===== src/rtl/gf_pow_ctrl_if.sv =====
// gf_pow_ctrl_if: request/response bus between the gf_pow_ctrl sequencer
// (master) and the shared cl_modules arithmetic engine (slave).
interface gf_pow_ctrl_if #(
  parameter int DATA_WIDTH = 32
);
  // Handshake: the master raises op_enable with the operands and function
  // select already valid. All of them stay stable until the master samples
  // op_finish=1. The slave signals completion with a one-cycle op_finish and
  // drives out_mult/out_poly in that same cycle. The master drops op_enable
  // on the edge that samples op_finish. It then keeps op_enable low for at
  // least one cycle before the next request, so successive ops never merge.
  // An op_finish seen while op_enable is low carries no meaning.
  logic                          op_enable;
  logic                          op_finish;
  logic                          sum_funct;
  logic                          exp_funct;
  logic                          red_funct;
  logic                          carry_option;
  logic [$clog2(DATA_WIDTH):0]   in_width;
  logic [DATA_WIDTH:0]           polyn_red_in;
  logic [DATA_WIDTH-1:0]         in_a;
  logic [DATA_WIDTH-1:0]         in_b;
  logic [2*DATA_WIDTH-1:0]       reduc_in;
  logic [2*DATA_WIDTH-1:0]       out_mult;
  logic [DATA_WIDTH-1:0]         out_poly;

  modport master (
    output op_enable, sum_funct, exp_funct, red_funct, carry_option,
    output in_width, polyn_red_in, in_a, in_b, reduc_in,
    input  op_finish, out_mult, out_poly
  );

  modport slave (
    input  op_enable, sum_funct, exp_funct, red_funct, carry_option,
    input  in_width, polyn_red_in, in_a, in_b, reduc_in,
    output op_finish, out_mult, out_poly
  );
endinterface


===== src/rtl/gf_pow_ctrl.sv =====
// gf_pow_ctrl: computes base^expo in GF(2^m) by right-to-left
// square-and-multiply. Each field multiply is a carry-less multiply followed
// by a polynomial reduction, both issued to one shared cl_modules engine.
// Optional build macro GF_POW_OPCNT_EN adds the op_count output, which
// counts the engine operations completed since the last accepted start.
module gf_pow_ctrl #(
  parameter int DATA_WIDTH = 32,
  parameter int MAX_GF     = 16
) (
  input  logic                        clk,
  input  logic                        rst_n,
  input  logic                        start,
  input  logic [$clog2(DATA_WIDTH):0] m,
  input  logic [DATA_WIDTH:0]         poly,
  input  logic [DATA_WIDTH-1:0]       base,
  input  logic [DATA_WIDTH-1:0]       expo,
  output logic                        busy,
  output logic                        done,
  output logic                        err,
  output logic [DATA_WIDTH-1:0]       result,
  output logic [2:0]                  state_dbg,
  gf_pow_ctrl_if.master               cl
`ifdef GF_POW_OPCNT_EN
  ,
  output logic [15:0]                 op_count
`endif
);

  localparam int DW = DATA_WIDTH;
  localparam int MW = $clog2(DATA_WIDTH) + 1;

  typedef enum logic [2:0] {
    S_IDLE  = 3'd0,
    S_CHECK = 3'd1,
    S_MUL_R = 3'd2,
    S_RED_R = 3'd3,
    S_SQ    = 3'd4,
    S_RED_B = 3'd5,
    S_FIN   = 3'd6
  } state_t;

  state_t          state_q, state_d;
  logic [DW-1:0]   r_q, r_d;
  logic [DW-1:0]   b_q, b_d;
  logic [DW-1:0]   e_q, e_d;
  logic [2*DW-1:0] p_q, p_d;
  logic [DW-1:0]   result_q, result_d;
  logic            err_q, err_d;
  logic            op_en_q, op_en_d;
  logic            red_funct_q, red_funct_d;
  logic [DW-1:0]   in_a_q, in_a_d;
  logic [DW-1:0]   in_b_q, in_b_d;
  logic [2*DW-1:0] reduc_in_q, reduc_in_d;
  logic [MW-1:0]   in_width_q, in_width_d;
  logic [DW:0]     polyn_red_in_q, polyn_red_in_d;

  logic            m_legal;
  logic            op_done;
  logic            last_bit;
  logic [DW-1:0]   base_mask;

  assign m_legal  = (int'(m) >= 2) && (int'(m) <= MAX_GF);
  assign op_done  = op_en_q & cl.op_finish;
  assign last_bit = (e_q[DW-1:1] == '0);

  // Mask keeping only the low m bits of the incoming base element.
  always_comb begin
    base_mask = '0;
    for (int i = 0; i < DW; i++) begin
      base_mask[i] = (i < int'(m));
    end
  end

  // State register; reset abandons any operation in flight.
  always_ff @(posedge clk) begin
    if (!rst_n) state_q <= S_IDLE;
    else        state_q <= state_d;
  end

  // Next-state logic: each engine state advances only on its own op_finish.
  always_comb begin
    state_d = state_q;
    case (state_q)
      S_IDLE:  if (start) state_d = (!m_legal || expo == '0) ? S_FIN : S_CHECK;
      S_CHECK: state_d = e_q[0] ? S_MUL_R : S_SQ;
      S_MUL_R: if (op_done) state_d = S_RED_R;
      S_RED_R: if (op_done) state_d = last_bit ? S_FIN : S_SQ;
      S_SQ:    if (op_done) state_d = S_RED_B;
      S_RED_B: if (op_done) state_d = S_CHECK;
      S_FIN:   state_d = S_IDLE;
      default: state_d = S_IDLE;
    endcase
  end

  // Status outputs decoded from the state register.
  always_comb begin
    busy      = (state_q == S_CHECK) || (state_q == S_MUL_R) || (state_q == S_RED_R) ||
                (state_q == S_SQ)    || (state_q == S_RED_B);
    done      = (state_q == S_FIN);
    state_dbg = state_q;
  end

  // Datapath: first cycle in an engine state issues the op, which then holds
  // until op_finish; that first low cycle is the gap between back-to-back ops.
  always_comb begin
    r_d            = r_q;
    b_d            = b_q;
    e_d            = e_q;
    p_d            = p_q;
    result_d       = result_q;
    err_d          = err_q;
    op_en_d        = op_en_q;
    red_funct_d    = red_funct_q;
    in_a_d         = in_a_q;
    in_b_d         = in_b_q;
    reduc_in_d     = reduc_in_q;
    in_width_d     = in_width_q;
    polyn_red_in_d = polyn_red_in_q;
    case (state_q)
      S_IDLE: begin
        if (start) begin
          in_width_d     = m;
          polyn_red_in_d = poly;
          err_d          = ~m_legal;
          r_d            = DW'(1);
          b_d            = base & base_mask;
          e_d            = expo;
          if (!m_legal)          result_d = '0;
          else if (expo == '0)   result_d = DW'(1);
        end
      end
      S_MUL_R, S_SQ: begin
        if (!op_en_q) begin
          op_en_d     = 1'b1;
          red_funct_d = 1'b0;
          in_a_d      = (state_q == S_MUL_R) ? r_q : b_q;
          in_b_d      = b_q;
        end else if (cl.op_finish) begin
          op_en_d = 1'b0;
          p_d     = cl.out_mult;
        end
      end
      S_RED_R, S_RED_B: begin
        if (!op_en_q) begin
          op_en_d     = 1'b1;
          red_funct_d = 1'b1;
          reduc_in_d  = p_q;
        end else if (cl.op_finish) begin
          op_en_d = 1'b0;
          if (state_q == S_RED_R) begin
            r_d = cl.out_poly;
            if (last_bit) result_d = cl.out_poly;
          end else begin
            b_d = cl.out_poly;
            e_d = e_q >> 1;
          end
        end
      end
      default: ;
    endcase
  end

  // Datapath and engine-request registers.
  always_ff @(posedge clk) begin
    if (!rst_n) begin
      r_q            <= '0;
      b_q            <= '0;
      e_q            <= '0;
      p_q            <= '0;
      result_q       <= '0;
      err_q          <= 1'b0;
      op_en_q        <= 1'b0;
      red_funct_q    <= 1'b0;
      in_a_q         <= '0;
      in_b_q         <= '0;
      reduc_in_q     <= '0;
      in_width_q     <= '0;
      polyn_red_in_q <= '0;
    end else begin
      r_q            <= r_d;
      b_q            <= b_d;
      e_q            <= e_d;
      p_q            <= p_d;
      result_q       <= result_d;
      err_q          <= err_d;
      op_en_q        <= op_en_d;
      red_funct_q    <= red_funct_d;
      in_a_q         <= in_a_d;
      in_b_q         <= in_b_d;
      reduc_in_q     <= reduc_in_d;
      in_width_q     <= in_width_d;
      polyn_red_in_q <= polyn_red_in_d;
    end
  end

  assign result          = result_q;
  assign err             = err_q;
  assign cl.op_enable    = op_en_q;
  assign cl.sum_funct    = 1'b0;
  assign cl.exp_funct    = 1'b0;
  assign cl.carry_option = 1'b0;
  assign cl.red_funct    = red_funct_q;
  assign cl.in_a         = in_a_q;
  assign cl.in_b         = in_b_q;
  assign cl.reduc_in     = reduc_in_q;
  assign cl.in_width     = in_width_q;
  assign cl.polyn_red_in = polyn_red_in_q;

`ifdef GF_POW_OPCNT_EN
  logic [15:0] op_cnt_q, op_cnt_d;

  // Operation counter: cleared by an accepted start, bumped per completed op.
  always_comb begin
    op_cnt_d = op_cnt_q;
    if (state_q == S_IDLE && start) op_cnt_d = '0;
    else if (op_done)               op_cnt_d = op_cnt_q + 16'd1;
  end

  // Operation counter register.
  always_ff @(posedge clk) begin
    if (!rst_n) op_cnt_q <= '0;
    else        op_cnt_q <= op_cnt_d;
  end

  assign op_count = op_cnt_q;
`endif

endmodule


===== src/flat_wrapper.sv =====
// flat-port wrapper written by rule: the top's interface ports become plain ports
module gf_pow_ctrl_flat 
#(
  parameter int DATA_WIDTH = 32,
  parameter int MAX_GF     = 16
)
  (clk, rst_n, start, m, poly, base, expo, busy, done, err, result, state_dbg, cl_op_enable, cl_sum_funct, cl_exp_funct, cl_red_funct, cl_carry_option, cl_in_width, cl_polyn_red_in, cl_in_a, cl_in_b, cl_reduc_in, cl_op_finish, cl_out_mult, cl_out_poly);
  gf_pow_ctrl_if #(.DATA_WIDTH(DATA_WIDTH)) cl_i ();
  input  logic clk;
  input  logic rst_n;
  input  logic start;
  input  logic [$clog2(DATA_WIDTH):0] m;
  input  logic [DATA_WIDTH:0] poly;
  input  logic [DATA_WIDTH-1:0] base;
  input  logic [DATA_WIDTH-1:0] expo;
  output logic busy;
  output logic done;
  output logic err;
  output logic [DATA_WIDTH-1:0] result;
  output logic [2:0] state_dbg;
  output wire logic [$bits(cl_i.op_enable)-1:0] cl_op_enable;
  output wire logic [$bits(cl_i.sum_funct)-1:0] cl_sum_funct;
  output wire logic [$bits(cl_i.exp_funct)-1:0] cl_exp_funct;
  output wire logic [$bits(cl_i.red_funct)-1:0] cl_red_funct;
  output wire logic [$bits(cl_i.carry_option)-1:0] cl_carry_option;
  output wire logic [$bits(cl_i.in_width)-1:0] cl_in_width;
  output wire logic [$bits(cl_i.polyn_red_in)-1:0] cl_polyn_red_in;
  output wire logic [$bits(cl_i.in_a)-1:0] cl_in_a;
  output wire logic [$bits(cl_i.in_b)-1:0] cl_in_b;
  output wire logic [$bits(cl_i.reduc_in)-1:0] cl_reduc_in;
  input wire logic [$bits(cl_i.op_finish)-1:0] cl_op_finish;
  input wire logic [$bits(cl_i.out_mult)-1:0] cl_out_mult;
  input wire logic [$bits(cl_i.out_poly)-1:0] cl_out_poly;
  assign cl_op_enable = cl_i.op_enable;
  assign cl_sum_funct = cl_i.sum_funct;
  assign cl_exp_funct = cl_i.exp_funct;
  assign cl_red_funct = cl_i.red_funct;
  assign cl_carry_option = cl_i.carry_option;
  assign cl_in_width = cl_i.in_width;
  assign cl_polyn_red_in = cl_i.polyn_red_in;
  assign cl_in_a = cl_i.in_a;
  assign cl_in_b = cl_i.in_b;
  assign cl_reduc_in = cl_i.reduc_in;
  assign cl_i.op_finish = cl_op_finish;
  assign cl_i.out_mult = cl_out_mult;
  assign cl_i.out_poly = cl_out_poly;
  gf_pow_ctrl #(.DATA_WIDTH(DATA_WIDTH), .MAX_GF(MAX_GF)) u_core (.clk(clk), .rst_n(rst_n), .start(start), .m(m), .poly(poly), .base(base), .expo(expo), .busy(busy), .done(done), .err(err), .result(result), .state_dbg(state_dbg), .cl(cl_i));
endmodule

===== config.mk =====
export PLATFORM = sky130hd
export DESIGN_NAME = gf_pow_ctrl_flat
export DESIGN_NICKNAME = d
export VERILOG_FILES = /design/src/rtl/gf_pow_ctrl_if.sv /design/src/rtl/gf_pow_ctrl.sv /design/src/flat_wrapper.sv
export SDC_FILE = /design/constraint.sdc
export NUM_CORES = 1
export LEC_CHECK = 0
export BUFFER_PORTS_ARGS = -buffer_cell sky130_fd_sc_hd__buf_2
export CORE_ASPECT_RATIO = 1.5
export CORE_UTILIZATION = 30
export DETAILED_ROUTE_END_ITERATION = 16
export HOLD_SLACK_MARGIN = 0.03
export PLACE_DENSITY = 0.47
export SETUP_SLACK_MARGIN = 0.4
export SYNTH_ARGS = -nofsm -noshare
export SYNTH_HDL_FRONTEND = slang
export SYNTH_SLANG_ARGS = --single-unit

===== constraint.sdc =====
create_clock -name clk -period 2 [get_ports clk]
set_input_delay 0.3 -clock clk [delete_from_list [all_inputs] [get_ports clk]]
set_output_delay 0.3 -clock clk [all_outputs]
set_load 0.005 [all_outputs]

=== Word-level counts from Yosys, hierarchy flattened ===
Cells that the tools add are included.

* Bitwise logic cells: 4
* Reductions and logical operators: 24
* Magnitude comparators: 34
* Equality and inequality tests: 19
* Mux-type cells: 38

{| class="wikitable"
|+ Operators with widths
! operator !! number
|-
| 32-bit two-way mux || 20
|-
| 32-bit one-hot mux with 2 select lines || 4
|-
| 5-bit by 6-bit < comparator with 1-bit output (first input constant) || 16
|-
| 4-bit by 6-bit < comparator with 1-bit output (first input constant) || 8
|-
| 32-bit AND || 1
|-
| 32-bit zero test || 1
|-
| 31-bit zero test || 1
|-
| 3-bit by 6-bit < comparator with 1-bit output (first input constant) || 4
|-
| 3-bit two-way mux || 7
|-
| 3-bit one-hot mux with 6 select lines || 1
|-
| 5-bit AND reduction || 3
|-
| 2-bit by 1-bit inequality test with 1-bit output (second input constant) || 7
|-
| 1-bit by 6-bit < comparator with 1-bit output (first input constant) || 2
|-
| 2-bit by 6-bit < comparator with 1-bit output (first input constant) || 2
|-
| 2-bit inequality test (second input constant) || 5
|-
| 3-bit == test (second input constant) || 3
|-
| 7-bit AND reduction || 1
|-
| 3-bit by 2-bit == test with 1-bit output (second input constant) || 2
|-
| 6-bit by 2-bit >= comparator with 1-bit output (second input constant) || 1
|-
| 6-bit by 5-bit <= comparator with 1-bit output (second input constant) || 1
|-
| 2-bit AND reduction || 3
|-
| 3-bit AND reduction || 2
|-
| 1-bit logical OR || 5
|-
| 1-bit two-way mux || 4
|-
| other kinds (12) || 15
|}

* Input port bits: 203
* Logic and storage cells: 133
* Bits in registers: 365

=== Depth between registers and ports, before layout ===
* Depth in word-level cells: 7
* Mapped depth: 8
* Depth with buffers taken out: 5

=== Worst setup path before layout ===
OpenSTA, ideal clock, no wires.

* Path kind: input -> register
* Start: input m[1]
* End: register u_core.result_q[17] (netlist: u_core.result[17])
* Buffers on the path: 1
* Setup time: 0.070 ns
* Data arrival time: 1.621 ns
* Stages: 6
* Setup slack: 0.309 ns
* Cell sequence: nor3_1 -> mux2i_1 -> o2111ai_1 -> a31oi_4 -> buf_6 -> o2bb2ai_1

* Longest elaborated chain between the ends: 5
* Elaborated cells on any way between the ends: 8

{| class="wikitable"
|+ Ends and longest elaborated chain
! element !! line !! RTL
|-
| start, declared || flat_wrapper.sv:12 || <nowiki>input logic [$clog2(DATA_WIDTH):0] m;</nowiki>
|-
| 6-bit by 2-bit >= comparator with 1-bit output / 6-bit by 5-bit <= comparator with 1-bit output (equally long branches) || gf_pow_ctrl.sv:62 || <nowiki>assign m_legal = (int'(m) >= 2) && (int'(m) <= MAX_GF);</nowiki>
|-
| 1-bit logical AND (*) || gf_pow_ctrl.sv:62 ||
|-
| 32-bit two-way mux || gf_pow_ctrl.sv:128 || <nowiki>if (!m_legal) result_d = '0;</nowiki>
|-
| 32-bit two-way mux || gf_pow_ctrl.sv:121 || <nowiki>if (start) begin</nowiki>
|-
| 32-bit one-hot mux with 2 select lines || gf_pow_ctrl.sv:119 || <nowiki>case (state_q)</nowiki>
|-
| end signal, assigned || gf_pow_ctrl.sv:184 || <nowiki>result_q <= result_d;</nowiki>
|-
| end, declared || gf_pow_ctrl.sv:47 || <nowiki>logic [DW-1:0] result_q, result_d;</nowiki>
|}

Mark *: on every way between the ends. The rest lies on a longest branch, timed or not. The select of a mux whose other input is x is not followed.
A chain may end at the register's enable or synchronous reset.

=== Worst setup path after layout ===
* Start: register u_core.state_q[1] (netlist: u_core.state_dbg[1])
* End: register u_core.result_q[20] (netlist: u_core.result[20])

* Longest elaborated chain between the ends: 4
* Elaborated cells on any way between the ends: 13

{| class="wikitable"
|+ Ends and longest elaborated chain
! element !! line !! RTL
|-
| start, declared || gf_pow_ctrl.sv:42 || <nowiki>state_t state_q, state_d;</nowiki>
|-
| start signal, assigned || gf_pow_ctrl.sv:77 || <nowiki>else state_q <= state_d;</nowiki>
|-
| 3-bit == test / 3-bit by 2-bit == test with 1-bit output (equally long branches) || gf_pow_ctrl.sv:119, gf_pow_ctrl.sv:150 ||
|-
| 2-bit OR reduction || gf_pow_ctrl.sv:119 ||
|-
| 2-bit by 1-bit inequality test with 1-bit output (no source line), or another cell as far along || - ||
|-
| 7-bit AND reduction (no source line) || - ||
|}

Parallel ways exist; a longest one is shown, timed or not.

==> flow_summary.ini <==
[clocking]
cts_tree = yes
clk_pin_slew_ns = 0.06
clkSinkCount = 365
cts_made_buffers = 39
clk_path_buf_depth = 3
clock_latency_ns = 0.54
cts_root_buf = clkbuf_16
h-tree-depth = 2

[synth]
synth.top_cell.area_share_pct = 52.40
async_reset_ff_share_pct = 0
ys_ff_latch = 365
syn_area_um2 = 13940
synthDistinctLibCells = 51
synth_ff_type = dfxtp_1
ys_warn_count = 0
avgSynthCellArea_um2 = 8.136
synth_area_leaders = dfxtp_1, nand2_1, a21oi_1, nor2_1, mux2i_1
ys_seq_area_share_pct = 52.40
syn_inst = 1714
yosysTopAreaCell = dfxtp_1
synth_edf_count = 0

[route]
wl_per_cell_um = 22.28
drc = 0
vias = 15510
routed_via_density = 5.180
first_iter_violations = 803
ant_nets = 0
dr.pass1.iters = 5
finalWirelength_um = 66730

[power_and_ir_drop]
cellPowerDensity_nw_per_um2 = 1109
irDropWorstVdd_uv = 561.7
power.leakage_uw = 0.01098

[timing]
max_freq_ghz = 0.5396
tightest_slew_ns = 0.5648
fin_crit_sh_pct = 92.67
fin_worst_skew_ns = 0.01375
period_minus_slack_ns = 1.853
hold_viol = 0
setup_ws_ns = 0.1467
relSlewSlack_pct = 62.35
hold_slack_ns = 0.03279
setup_viol = 0
maxSlewViolCount = 0
rsz0062_at_grt = yes

[critical_path]
crit_fanout = 31
worst_ep_arrival_time_ns = 2.32
crit_cells = 5
critical_path.cell_chain = or3b_4, a21oi_2, nand4_1, buf_12, o2bb2ai_1
crit_family = simple AND/OR/NAND/NOR gates
ff2ff_path_depth = 5
worst_path_max_delay_cell = or3b_4
crit_type = register to register
startpoint_type = register
max_stage_delay_ns = 0.46
crit_path_end_kind = register
cp.required_ns = 2.47
crit_buf_inv = 1

[floorplan]
fp.dieH_um = 266.1
fp.dieW_um = 178.0
start_util_pct = 30.47
pin_count = 413
rows = 96
core-area_um2 = 45760
fp.dieArea_um2 = 47370

[layout]
multi_input_area_um2 = 9492
layout.cells.non_filler = 2995
seq_area_um2 = 7333
design_area_um2 = 26340
drive_above_1_share_pct = 55.57
final_util_pct = 57.56
nets = 2579
fillers = 3862
syn_to_final_growth_pct = 88.91

[placement]
dp_hpwl_um = 33390
place_congestion = 0.7950
port_buffers = 409
dp.cells = 2624
placed_cell_area_um2 = 16840
pre_cts_ws_ns = -0.08602

[grt]
grt_pass1_wl_um = 85390
grt_pass1_vias = 14500
overflow = 0
antenna_found_initial = 4
grt_start_max_net_pins = 81
grt_usage_pct = 23.75

[job]
max-cap-violations = 0

[run_status]
status = finished clean

[worst_hold_path]
hp-class = primary input to register
whs_path_depth = 3
[cell type report]
class,instances,area share (%)
diodes,3,0.02850
clock buffers,56,4.484
clock inverters,13,0.5272
inverters,5,0.09974
multi-input cells,1206,36.03
flip-flops and latches,365,27.84
well taps,588,2.793
repair buffers,759,28.20
[path summary, 6_finish.rpt]
| path | startpoint | slack, ns | to |
|---|---|---|---|
| worst max-delay path | u_core.state_dbg[1]$_SDFFE_PN0P_ | 0.15 | u_core.result[20]$_SDFFE_PN0P_ |
| worst min-delay path | cl_out_poly[12] | 0.03 | u_core.result[12]$_SDFFE_PN0P_ |
| worst max register to register | u_core.state_dbg[1]$_SDFFE_PN0P_ | 0.15 | u_core.result[20]$_SDFFE_PN0P_ |
| worst min register to register | u_core.result[18]$_SDFFE_PN0P_ | 0.45 | u_core.result[18]$_SDFFE_PN0P_ |
[Yosys cell counts (all sizes together) (27+ instances only)]
cell	count
nand2	550
dfxtp	365
a21oi	206
nor2	105
buf	74
clkbuf	68
o21ai	45
a31oi	34
a311oi	33
mux2i	33
a211oi	32
o2bb2ai	31
o21a	30
nand3	27
[sequential cells by signal, indices dropped and copies added, names as in the netlist]
name / count
u_core.cl.red_funct: 1
u_core.b_q: 32
u_core.cl.in_b: 32
u_core.cl.in_width: 6
u_core.cl.op_enable: 1
u_core.result: 32
u_core.r_q: 32
u_core.e_q: 32
u_core.state_dbg: 3
u_core.cl.reduc_in: 64
u_core.cl.polyn_red_in: 33
u_core.err: 1
u_core.p_q: 64
u_core.cl.in_a: 32
[layer usage]
| metal | part of all wire [%] | GRT usage (%) | routed length (um) |
|---|---|---|---|
| met1 | 37 | 26.31 | 24710 |
| met2 | 52 | 42.23 | 34740 |
| met3 | 6.0 | 5.337 | 4010 |
| met4 | 4.9 | 11.46 | 3257 |
| met5 | 0.025 | 0 | 17 |
[layout by cell type (no fill, tap or decap), drive strengths merged, types with 32 or more instances in the layout]
| cell | n |
|---|---|
| buf | 604 |
| nand2 | 550 |
| dfxtp | 365 |
| a21oi | 206 |
| dlygate4sd3 | 117 |
| nor2 | 105 |
| clkbuf | 92 |
| o21ai | 45 |
| a31oi | 34 |
| mux2i | 33 |
| a311oi | 33 |
| a211oi | 32 |
[kinds of logic (layout without fill, tap and decap cells)]
family                 Yosys count  in the layout  share of synthesized area (%)
AO/OA/AOI/OAI                  428            430                          19.09
XOR/XNOR                         2              2                         0.1256
buffers and inverters          147            833                          4.791
flip-flops                     365            365                          52.40
multiplexers                    33             33                          2.369
other                            1              6                        0.02689
AND/OR/NAND/NOR                738            738                          21.19
[per-stage QoR]
| step | setup TNS, ns | power [uW] |
|---|---|---|
| 6_report | 0 | 29200 |
| 3_5_place_dp | -2.222 | 14280 |
| 2_1_floorplan | 0 | 12030 |
| 5_1_grt | 0 | 30320 |
| 3_3_place_gp | -1.882 | 14210 |
| 4_1_cts | 0 | 24760 |
[power by group]
group	total (uW)	switching, uW	internal (uW)
registers	9190	951	8240
clock network	7470	3090	4380
logic	12500	6150	6390
total	29200	10200	19000
[worst register-to-register path: stages (launching register included)]
cell,delay [ns]
dfxtp_4,0.37
or3b_4,0.46
a21oi_2,0.31
nand4_1,0.20
buf_12,0.23
o2bb2ai_1,0.22
[what timing repair did]
| item | in CTS | in global routing |
|---|---|---|
| pin swaps | 106 | 432 |
| endpoints found under the setup margin | 368 | 366 |
| hold buffers | 114 | 3 |
| buffers inserted | 51 | 38 |
| cloned | 42 | 51 |
| hold endpoints to repair | 114 | 3 |
| gates resized for setup | 188 | 859 |
No activity file was read; power rests on OpenSTA's default activity.
